--- config.mk ---
export PLATFORM = sky130hd
export DESIGN_NAME = sd_clk_drp_ctrl
export DESIGN_NICKNAME = d
export VERILOG_FILES = /design/src/rtl/sd_clk_drp_ctrl.sv
export SDC_FILE = /design/constraint.sdc
export NUM_CORES = 1
export LEC_CHECK = 0
export BUFFER_PORTS_ARGS = -buffer_cell sky130_fd_sc_hd__buf_2
export CAP_MARGIN = 40
export CORE_AREA = 4 4 72 81
export CTS_BUF_LIST = sky130_fd_sc_hd__clkbuf_4 sky130_fd_sc_hd__clkbuf_8
export CTS_CLUSTER_SIZE = 24
export DETAILED_ROUTE_END_ITERATION = 6
export DIE_AREA = 0 0 76 85
export GPL_TIMING_DRIVEN = 0
export HOLD_SLACK_MARGIN = 0.05
export PLACE_DENSITY = 0.86
export SLEW_MARGIN = 10
export SYNTH_ARGS = -nofsm -noshare
export SYNTH_HDL_FRONTEND = slang
export SYNTH_SLANG_ARGS = --single-unit
--- constraint.sdc ---
create_clock -name clk -period 4.7 [get_ports clk]
set_clock_uncertainty 0.2 [all_clocks]
set_input_delay 0.705 -clock clk [delete_from_list [all_inputs] [get_ports clk]]
set_output_delay 0.705 -clock clk [all_outputs]
set_load 0.05 [all_outputs]
--- src/rtl/sd_clk_drp_ctrl.sv ---
// sd_clk_drp_ctrl
//   Reprograms the clk_wiz1 CLKOUT0 divider over DRP. A divide request
//   puts the MMCM into reset. ClkReg1 and then ClkReg2 are each read,
//   merged with the new divide fields and written back. The MMCM is then
//   released from reset, and the block waits for lock.
// Ports
//   clk, rstn        DRP clock, async active-low reset
//   req_valid/ready  request handshake, req_div = divide value (1..255)
//   busy/done/err    status; done and err are single-cycle pulses
//   sd_clk_*         DRP master (daddr/den/dwe/din out, dout/drdy in)
//   clk_wiz1_rst     MMCM reset (active high); sd_clk_locked = MMCM lock
module sd_clk_drp_ctrl #(
  parameter logic [6:0] ADDR_REG1    = 7'h08,
  parameter logic [6:0] ADDR_REG2    = 7'h09,
  parameter int         RST_HOLD     = 4,
  parameter int         DRDY_TIMEOUT = 255,
  parameter int         LOCK_TIMEOUT = 65535
) (
  input  logic        clk,
  input  logic        rstn,
  input  logic        req_valid,
  output logic        req_ready,
  input  logic [7:0]  req_div,
  output logic        busy,
  output logic        done,
  output logic        err,
  output logic [6:0]  sd_clk_daddr,
  output logic        sd_clk_den,
  output logic        sd_clk_dwe,
  output logic [15:0] sd_clk_din,
  input  logic [15:0] sd_clk_dout,
  input  logic        sd_clk_drdy,
  output logic        clk_wiz1_rst,
  input  logic        sd_clk_locked
);

  localparam logic [3:0] S_IDLE = 4'd0, S_RST  = 4'd1, S_RD   = 4'd2, S_RD_W = 4'd3,
                         S_WR   = 4'd4, S_WR_W = 4'd5, S_REL  = 4'd6, S_LOCK = 4'd7,
                         S_DONE = 4'd8, S_ERR  = 4'd9;

  logic [3:0]  state_q, state_d;
  logic [15:0] cnt_q, cnt_d;
  logic        reg2_q, reg2_d;      // 0: working on ClkReg1, 1: ClkReg2
  logic [5:0]  high_q, high_d, low_q, low_d;
  logic        edge_q, edge_d, nocnt_q, nocnt_d;
  logic [6:0]  daddr_q, daddr_d;
  logic [15:0] din_q, din_d;
  logic        mrst_q, mrst_d;

  // dout[7:6] is overwritten in ClkReg2 and lies in the replaced field of ClkReg1.
  logic unused_dout;
  assign unused_dout = ^sd_clk_dout[7:6];

  always_comb begin
    state_d = state_q;
    cnt_d   = cnt_q;
    reg2_d  = reg2_q;
    high_d  = high_q;
    low_d   = low_q;
    edge_d  = edge_q;
    nocnt_d = nocnt_q;
    daddr_d = daddr_q;
    din_d   = din_q;
    mrst_d  = mrst_q;
    case (state_q)
      S_IDLE: if (req_valid) begin
        if (req_div == 8'd0) begin
          state_d = S_ERR;
        end else begin
          state_d = S_RST;
          cnt_d   = '0;
          reg2_d  = 1'b0;
          mrst_d  = 1'b1;
          if (req_div == 8'd1) begin
            // Divide-by-1 bypasses the counter entirely.
            high_d  = 6'd1;
            low_d   = 6'd1;
            edge_d  = 1'b0;
            nocnt_d = 1'b1;
          end else begin
            high_d  = 6'(req_div >> 1);
            low_d   = 6'(req_div - (req_div >> 1));
            edge_d  = req_div[0];
            nocnt_d = 1'b0;
          end
        end
      end
      S_RST: begin
        if (cnt_q == 16'(RST_HOLD - 1)) begin
          state_d = S_RD;
          daddr_d = ADDR_REG1;
        end else begin
          cnt_d = cnt_q + 16'd1;
        end
      end
      S_RD: begin
        state_d = S_RD_W;
        cnt_d   = '0;
      end
      S_RD_W: begin
        if (sd_clk_drdy) begin
          state_d = S_WR;
          din_d   = reg2_q ? {sd_clk_dout[15:8], edge_q, nocnt_q, sd_clk_dout[5:0]}
                           : {sd_clk_dout[15:12], high_q, low_q};
        end else if (cnt_q == 16'(DRDY_TIMEOUT - 1)) begin
          state_d = S_ERR;
        end else begin
          cnt_d = cnt_q + 16'd1;
        end
      end
      S_WR: begin
        state_d = S_WR_W;
        cnt_d   = '0;
      end
      S_WR_W: begin
        if (sd_clk_drdy) begin
          if (reg2_q) begin
            state_d = S_REL;
            mrst_d  = 1'b0;
          end else begin
            state_d = S_RD;
            reg2_d  = 1'b1;
            daddr_d = ADDR_REG2;
          end
        end else if (cnt_q == 16'(DRDY_TIMEOUT - 1)) begin
          state_d = S_ERR;
        end else begin
          cnt_d = cnt_q + 16'd1;
        end
      end
      S_REL: begin
        state_d = S_LOCK;
        cnt_d   = '0;
      end
      S_LOCK: begin
        if (sd_clk_locked) begin
          state_d = S_DONE;
        end else if (cnt_q == 16'(LOCK_TIMEOUT - 1)) begin
          state_d = S_ERR;
        end else begin
          cnt_d = cnt_q + 16'd1;
        end
      end
      default: state_d = S_IDLE;   // S_DONE, S_ERR: one-cycle pulse states
    endcase
    // Any error path leaves the MMCM out of reset.
    if (state_d == S_ERR) mrst_d = 1'b0;
  end

  always_ff @(posedge clk or negedge rstn) begin
    if (!rstn) begin
      state_q <= S_IDLE;
      cnt_q   <= '0;
      reg2_q  <= 1'b0;
      high_q  <= '0;
      low_q   <= '0;
      edge_q  <= 1'b0;
      nocnt_q <= 1'b0;
      daddr_q <= '0;
      din_q   <= '0;
      mrst_q  <= 1'b0;
    end else begin
      state_q <= state_d;
      cnt_q   <= cnt_d;
      reg2_q  <= reg2_d;
      high_q  <= high_d;
      low_q   <= low_d;
      edge_q  <= edge_d;
      nocnt_q <= nocnt_d;
      daddr_q <= daddr_d;
      din_q   <= din_d;
      mrst_q  <= mrst_d;
    end
  end

  assign req_ready    = (state_q == S_IDLE);
  assign busy         = (state_q != S_IDLE);
  assign done         = (state_q == S_DONE);
  assign err          = (state_q == S_ERR);
  assign sd_clk_den   = (state_q == S_RD) || (state_q == S_WR);
  assign sd_clk_dwe   = (state_q == S_WR);
  assign sd_clk_daddr = daddr_q;
  assign sd_clk_din   = din_q;
  assign clk_wiz1_rst = mrst_q;

endmodule

==> results.py, run 1 <==
metrics = {
    "status": {
        "status": "complete, no violations",
    },
    "floorplan": {
        "dieArea_sq_um": 6460,
        "die_h_um": 85,
        "chipWidth_um": 76,
        "rows": 27,
        "start_util_pct": 61.1,
        "core-area_sq_um": 4970,
        "ios": 59,
    },
    "placed_design": {
        "dp_slack_ns": 1.70,
        "place_congestion": 0.883,
        "dp_cells": 439,
        "port-buffer-count": 51,
        "hpwl_um": 5220,
    },
    "min_path": {
        "hold_path.class": "primary input to asynchronous set/reset pin",
    },
    "worst_setup_path": {
        "critPathRequiredTime_ns": 4.67,
        "worstReg2RegStart": "cnt_q[0]$_DFFE_PN0P_",
        "crit_slowest_cell": "or3b_2",
        "rrSetupSlack_ns": 1.68,
        "cp_top_family": "simple AND/OR/NAND/NOR gates",
        "crit_path_max_incr_delay_ns": 0.47,
        "cp-end-kind": "register",
        "arrival_ns": 2.99,
        "crit_fanout": 10,
        "criticalPathCategory": "register to register",
        "cp_num_buf_inv": 3,
        "crit_chain": "ha_1, clkbuf_1, or3b_2, or4_4, o21a_1, o2111ai_4, or3b_1, buf_4, buf_6, o21ai_1",
        "startpoint": "cnt_q[0]$_DFFE_PN0P_",
        "reg2reg_to": "cnt_q[5]$_DFFE_PN0P_",
        "cp-start-kind": "register",
        "r2r_cells": 10,
    },
    "grt": {
        "grt_pass1_wl_um": 12100,
        "grt.total_usage_pct": 22.4,
        "use_met1_pct": 29.1,
        "grt_max_degree": 35,
        "grtUsageMet3_pct": 2.76,
        "use_met2_pct": 38.7,
        "overflow": 0,
        "grt-busiest-layer": "met2",
        "antenna_found_initial": 0,
        "grt_pass1_vias": 2604,
    },
    "synth": {
        "syn_area_sq_um": 3040,
        "yosys.area_share.xor_xnor_pct": 1.73,
        "synth.avg_cell_area_sq_um": 9.34,
        "synth_area_leader_cell": "dfrtp_1",
        "synth-seq-area-share_pct": 44.5,
        "yosys.area_share.simple_pct": 18.0,
        "async_flop_share_pct": 100,
        "synth_top_area_share_pct": 44.5,
        "synth_fa_ha_area_share_pct": 5.19,
        "synth_top_family_by_area": "compound AO/OA/AOI/OAI gates",
        "synthFlopType": "dfrtp_1",
        "synth.ff_latch_count": 54,
        "synth.most_common_cell": "dfrtp_1",
        "ys_warn_count": 0,
        "synth_commonest_cells": "dfrtp_1 (54), nor2_1 (33), nand2_1 (29), o21ai_1 (23), a21oi_1 (21)",
        "synth-edff-count": 0,
        "synth-compound-area-share_pct": 18.8,
        "synth_cells": 325,
        "synthMuxAreaShare_pct": 5.77,
        "synth.top_cells.by_area": "dfrtp_1 (44%), ha_1 (4.5%), mux2i_1 (4.3%)",
        "synthDistinctLibCells": 52,
    },
    "route": {
        "drt-initial-drc-count": 171,
        "ant_nets": 0,
        "drtPass1Iterations": 4,
        "vias": 2654,
        "drc": 0,
        "vias_per_cell": 5.96,
        "routed_wl_um": 7050,
        "wl_per_cell_um": 15.8,
    },
    "clock_network": {
        "cts_max_path_buffers": 2,
        "cts_made_buffers": 5,
        "cts_sinks": 54,
        "path_clk_slew_ns": 0.10,
        "clockRootBuffer": "clkbuf_8",
        "cts_tree": "done",
        "cts_hold_buf": 0,
        "cts_setup_buffers": 0,
        "cts_resized": 0,
        "worstSkewPairLatency_ns": 0.30,
        "cts_max_level": 2,
    },
    "timing": {
        "rsz0062_at_grt": "false",
        "maxSlewViolCount": 0,
        "period_needed_ns": 3.02,
        "post-route-period-util_pct": 64.2,
        "final-setup-viol-count": 0,
        "fin_hold_ws_ns": 0.151,
        "fin_ws_ns": 1.68,
        "fmax_ghz": 0.332,
        "setup_tns_ns": 0,
        "slew-limit-headroom_pct": 53.2,
        "tightest_slew_ns": 0.696,
        "hold_viol_final": 0,
    },
    "pwr": {
        "power.density_nw_per_um2": 633,
        "leakage_nw": 1.64,
        "peakVddDrop_v": 0.000367,
    },
    "finish": {
        "area_growth_pct": 14.7,
        "nNetsFinal": 429,
        "fillers": 385,
        "drive_above_1_share_pct": 19.9,
        "instances_no_fill": 445,
        "antennaDiodeCount": 0,
    },
    "job": {
        "drv_cap": 0,
    },
}
## metal layers
metal | part of all wire (%) | routed length [um]
met1 | 43 | 3060
met2 | 51 | 3620
met3 | 4.0 | 284
met4 | 1.3 | 93
met5 | 0 | 0
## cell usage in the layout, fill, tap and decap left out, types with 2 or more instances in the layout
master	count
a21oi_1	21
a31oi_1	8
and3_1	5
and4_1	3
buf_1	3
buf_2	53
buf_4	6
buf_6	2
clkbuf_1	12
clkbuf_8	6
conb_1	5
dfrtp_1	54
ha_1	11
inv_1	11
mux2_2	4
mux2i_1	13
nand2_1	29
nand2b_1	4
nand3_1	10
nand4_1	4
nor2_1	33
nor2b_1	3
nor3_1	3
nor4_1	4
o21a_1	3
o21ai_0	2
o21ai_1	23
o21bai_1	2
o31ai_1	12
o41ai_1	7
or4_1	3
or4_4	2
xnor2_1	5
## layout make-up
class	instances	area [sq um]	area share [%]
Clock buffer	6	82.6	2.37
Timing Repair Buffer	52	275	7.91
Buffer	25	134	3.84
Inverter	12	45.0	1.29
Tap cell	58	72.6	2.08
Sequential cell	54	1350	38.8
Multi-Input combinational cell	238	1520	43.7
## state kept, by name, summed over array words and instances (netlist names)
name,flops
cnt_q,16
sd_clk_din,16
high_q,6
low_q,6
state_q,4
sd_clk_daddr,2
clk_wiz1_rst,1
edge_q,1
nocnt_q,1
reg2_q,1
## logic make-up after synthesis
family	count (synthesis)
other	1
muxes	17
xor gates and xnor gates	6
DFF	54
buffers and inverters	37
adders and majority gates	12
AOI/OAI and AO/OA	88
and+or+nand+nor	110
## through the flow
| stage | cell area [sq um] | power [mW] | utilization [%] |
|---|---|---|---|
| 2_1_floorplan | 3050 | 1.66 | - |
| 3_3_place_gp | 3380 | 1.91 | 68.1 |
| 3_5_place_dp | 3400 | 1.94 | 68.5 |
| 4_1_cts | 3480 | 2.21 | 70.1 |
| 5_1_grt | 3480 | 2.35 | 70.1 |
| 6_report | 3480 | 2.20 | 70.1 |
## where the power goes
part | switching (mW) | total, mW | internal (mW)
combinational | 0.850 | 1.22 | 0.373
sequential | 0.0931 | 0.725 | 0.632
clock | 0.142 | 0.256 | 0.114
total | 1.08 | 2.20 | 1.12
## worst max path at each step
stage                                 to  slack, ns  cells past startpoint
floorplan           cnt_q[7]$_DFFE_PN0P_       0.75                      7
global placement    cnt_q[6]$_DFFE_PN0P_       1.71                     11
detailed placement  cnt_q[6]$_DFFE_PN0P_       1.70                     11
CTS                 cnt_q[5]$_DFFE_PN0P_       1.71                     10
global route        cnt_q[5]$_DFFE_PN0P_       1.53                     10
finish              cnt_q[5]$_DFFE_PN0P_       1.68                     10
Power figures use the tool's default switching activity.
==> run 2: changes to the inputs <==
--- a/config.mk
+++ b/config.mk
@@ -7,14 +7,14 @@
 export LEC_CHECK = 0
 export BUFFER_PORTS_ARGS = -buffer_cell sky130_fd_sc_hd__buf_2
 export CAP_MARGIN = 40
-export CORE_AREA = 4 4 72 81
+export CORE_AREA = 4 4 75 84
 export CTS_BUF_LIST = sky130_fd_sc_hd__clkbuf_4 sky130_fd_sc_hd__clkbuf_8
 export CTS_CLUSTER_SIZE = 24
 export DETAILED_ROUTE_END_ITERATION = 6
-export DIE_AREA = 0 0 76 85
+export DIE_AREA = 0 0 79 88
 export GPL_TIMING_DRIVEN = 0
 export HOLD_SLACK_MARGIN = 0.05
-export PLACE_DENSITY = 0.86
+export PLACE_DENSITY = 0.8
 export SLEW_MARGIN = 10
 export SYNTH_ARGS = -nofsm -noshare
 export SYNTH_HDL_FRONTEND = slang
==> constraint.sdc (replaced) <==
create_clock -name clk -period 3.1 [get_ports clk]
set_clock_uncertainty 0.2 [all_clocks]
set_input_delay 0.465 -clock clk [delete_from_list [all_inputs] [get_ports clk]]
set_output_delay 0.465 -clock clk [all_outputs]
set_load 0.05 [all_outputs]
==> run 2 against run 1 <==
Power is 53% higher; sequential cell count stayed put; critical path depth is 1 lower; critical endpoint is now cnt_q[7]$_DFFE_PN0P_; count of clock-buffer cells in the layout stayed put; setup slack worse by 1.5 ns; via count hardly changed; largest power group unchanged; routed wire length is 1.7% higher; core utilization is 4.8 points lower; die area is 7.6% higher; critical path type unchanged; global-route usage is 0.11 points lower.
==> results.py, run 2 (same netlist as run 1, synthesis figures left out) <==
metrics = {
    "floorplan": {
        "rows": 28,
        "dieArea_sq_um": 6950,
        "ios": 59,
        "chipWidth_um": 79,
        "die_h_um": 88,
        "start_util_pct": 56.3,
        "core-area_sq_um": 5400,
    },
    "pwr": {
        "peakVddDrop_v": 0.000528,
        "leakage_nw": 1.65,
        "power.density_nw_per_um2": 957,
    },
    "route": {
        "routed_wl_um": 7170,
        "drtPass1Iterations": 4,
        "drc": 0,
        "wl_per_cell_um": 15.4,
        "vias_per_cell": 5.72,
        "drt-initial-drc-count": 173,
        "ant_nets": 0,
        "vias": 2655,
    },
    "placed_design": {
        "port-buffer-count": 51,
        "place_congestion": 0.964,
        "hpwl_um": 5520,
        "dp_cells": 456,
    },
    "timing": {
        "slew-limit-headroom_pct": 51.8,
        "fmax_ghz": 0.344,
        "final-setup-viol-count": 0,
        "fin_hold_ws_ns": 0.172,
        "rsz0062_at_grt": "false",
        "hold_viol_final": 0,
        "setup_tns_ns": 0,
        "post-route-period-util_pct": 93.7,
        "tightest_slew_ns": 0.720,
        "period_needed_ns": 2.91,
        "maxSlewViolCount": 0,
    },
    "finish": {
        "area_growth_pct": 16.0,
        "nNetsFinal": 429,
        "final_cell_mix": "dfrtp_1 (54), buf_2 (53), nor2_1 (33)",
        "antennaDiodeCount": 0,
        "drive_above_1_share_pct": 20.6,
        "fillers": 480,
        "register_area_sq_um": 1350,
        "multi_input_area_sq_um": 1530,
        "mostFrequentLayoutCell": "dfrtp_1",
        "instances_no_fill": 464,
    },
    "clock_network": {
        "cts_tree": "done",
        "cts_made_buffers": 5,
        "cts_setup_buffers": 0,
        "worstSkewPairLatency_ns": 0.31,
        "cts_sinks": 54,
        "clockRootBuffer": "clkbuf_8",
        "cts_max_level": 2,
        "path_clk_slew_ns": 0.10,
        "cts_max_path_buffers": 2,
    },
    "grt": {
        "grt_max_degree": 38,
        "grt.total_usage_pct": 22.3,
        "grt_pass1_wl_um": 12300,
        "grt_pass1_vias": 2652,
        "antenna_found_initial": 0,
        "overflow": 0,
    },
    "worst_setup_path": {
        "cp-start-kind": "register",
        "critPathRequiredTime_ns": 3.10,
        "crit_fanout": 10,
        "cp-end-kind": "register",
        "criticalPathCategory": "register to register",
        "arrival_ns": 2.91,
    },
    "min_path": {
        "hold_path.class": "primary input to register",
    },
    "status": {
        "status": "complete, no violations",
    },
    "job": {
        "drv_cap": 0,
    },
}
-- run 2: changes by cell type in the layout (fill, tap and decap cells not counted), sizes merged --
cell,change
clkbuf,-1
dlygate4sd3,+1
clkinv,+2
-- run 2: per-layer routing --
layer,vias to the layer above,part of all wire [%],track usage [%]
li1,1285,-,-
met1,1287,41,27.5
met2,73,53,39.5
met3,10,4.5,4.32
met4,0,1.5,6.88
met5,-,0,0
-- run 2: worst paths after layout --
path | from | endpoint | slack, ns | cells after the start
setup / recovery | cnt_q[0]$_DFFE_PN0P_ | cnt_q[7]$_DFFE_PN0P_ | 0.19 | 9
hold / removal | sd_clk_dout[15] | sd_clk_din[15]$_DFFE_PN0P_ | 0.17 | 2
max in group asynchronous | rstn | cnt_q[3]$_DFFE_PN0P_ | 1.74 | 3
min in group asynchronous | rstn | cnt_q[12]$_DFFE_PN0P_ | 0.42 | 2
setup reg to reg | cnt_q[0]$_DFFE_PN0P_ | cnt_q[7]$_DFFE_PN0P_ | 0.19 | 9
hold reg to reg | sd_clk_daddr[3]$_DFFE_PN0P_ | sd_clk_daddr[3]$_DFFE_PN0P_ | 0.27 | 2
-- run 2: power breakdown --
part	internal, mW	switching [mW]
clock	0.169	0.233
sequential	0.958	0.152
combinational	0.568	1.29
-- run 2: cell type report --
class / count / area share, %
Multi-Input combinational cell: 238 / 43.4
Inverter: 12 / 1.28
Buffer: 24 / 3.69
Timing Repair Buffer: 53 / 8.10
Clock buffer: 6 / 2.17
Clock inverter: 2 / 0.391
Tap cell: 75 / 2.66
Sequential cell: 54 / 38.4
-- run 2: critical path, cell delays in order, from the launching register on --
cell and delay [ns]:
dfrtp_1 0.42, ha_1 0.34, or3b_2 0.47, or4_4 0.44, o21a_1 0.24, o2111ai_4 0.14, or3b_1 0.16, buf_4 0.13
buf_6 0.15, o31ai_1 0.09
-- run 2: timing repair --
action,in CTS,in global routing
gates resized for setup,0,0
hold buffers,1,0
endpoints found under the setup margin,0,13
hold endpoints to repair,17,0
-- run 2: through the flow --
step           area [sq um]  util (%)  setup slack [ns]  total power, mW
2_1_floorplan          3060         -           0.00912             2.52
3_3_place_gp           3410      63.1             0.139             2.92
3_5_place_dp           3430      63.5             0.102             2.98
4_1_cts                3530      65.4            0.0888             3.38
5_1_grt                3520      65.3            0.0662             3.60
6_report               3520      65.3             0.194             3.37
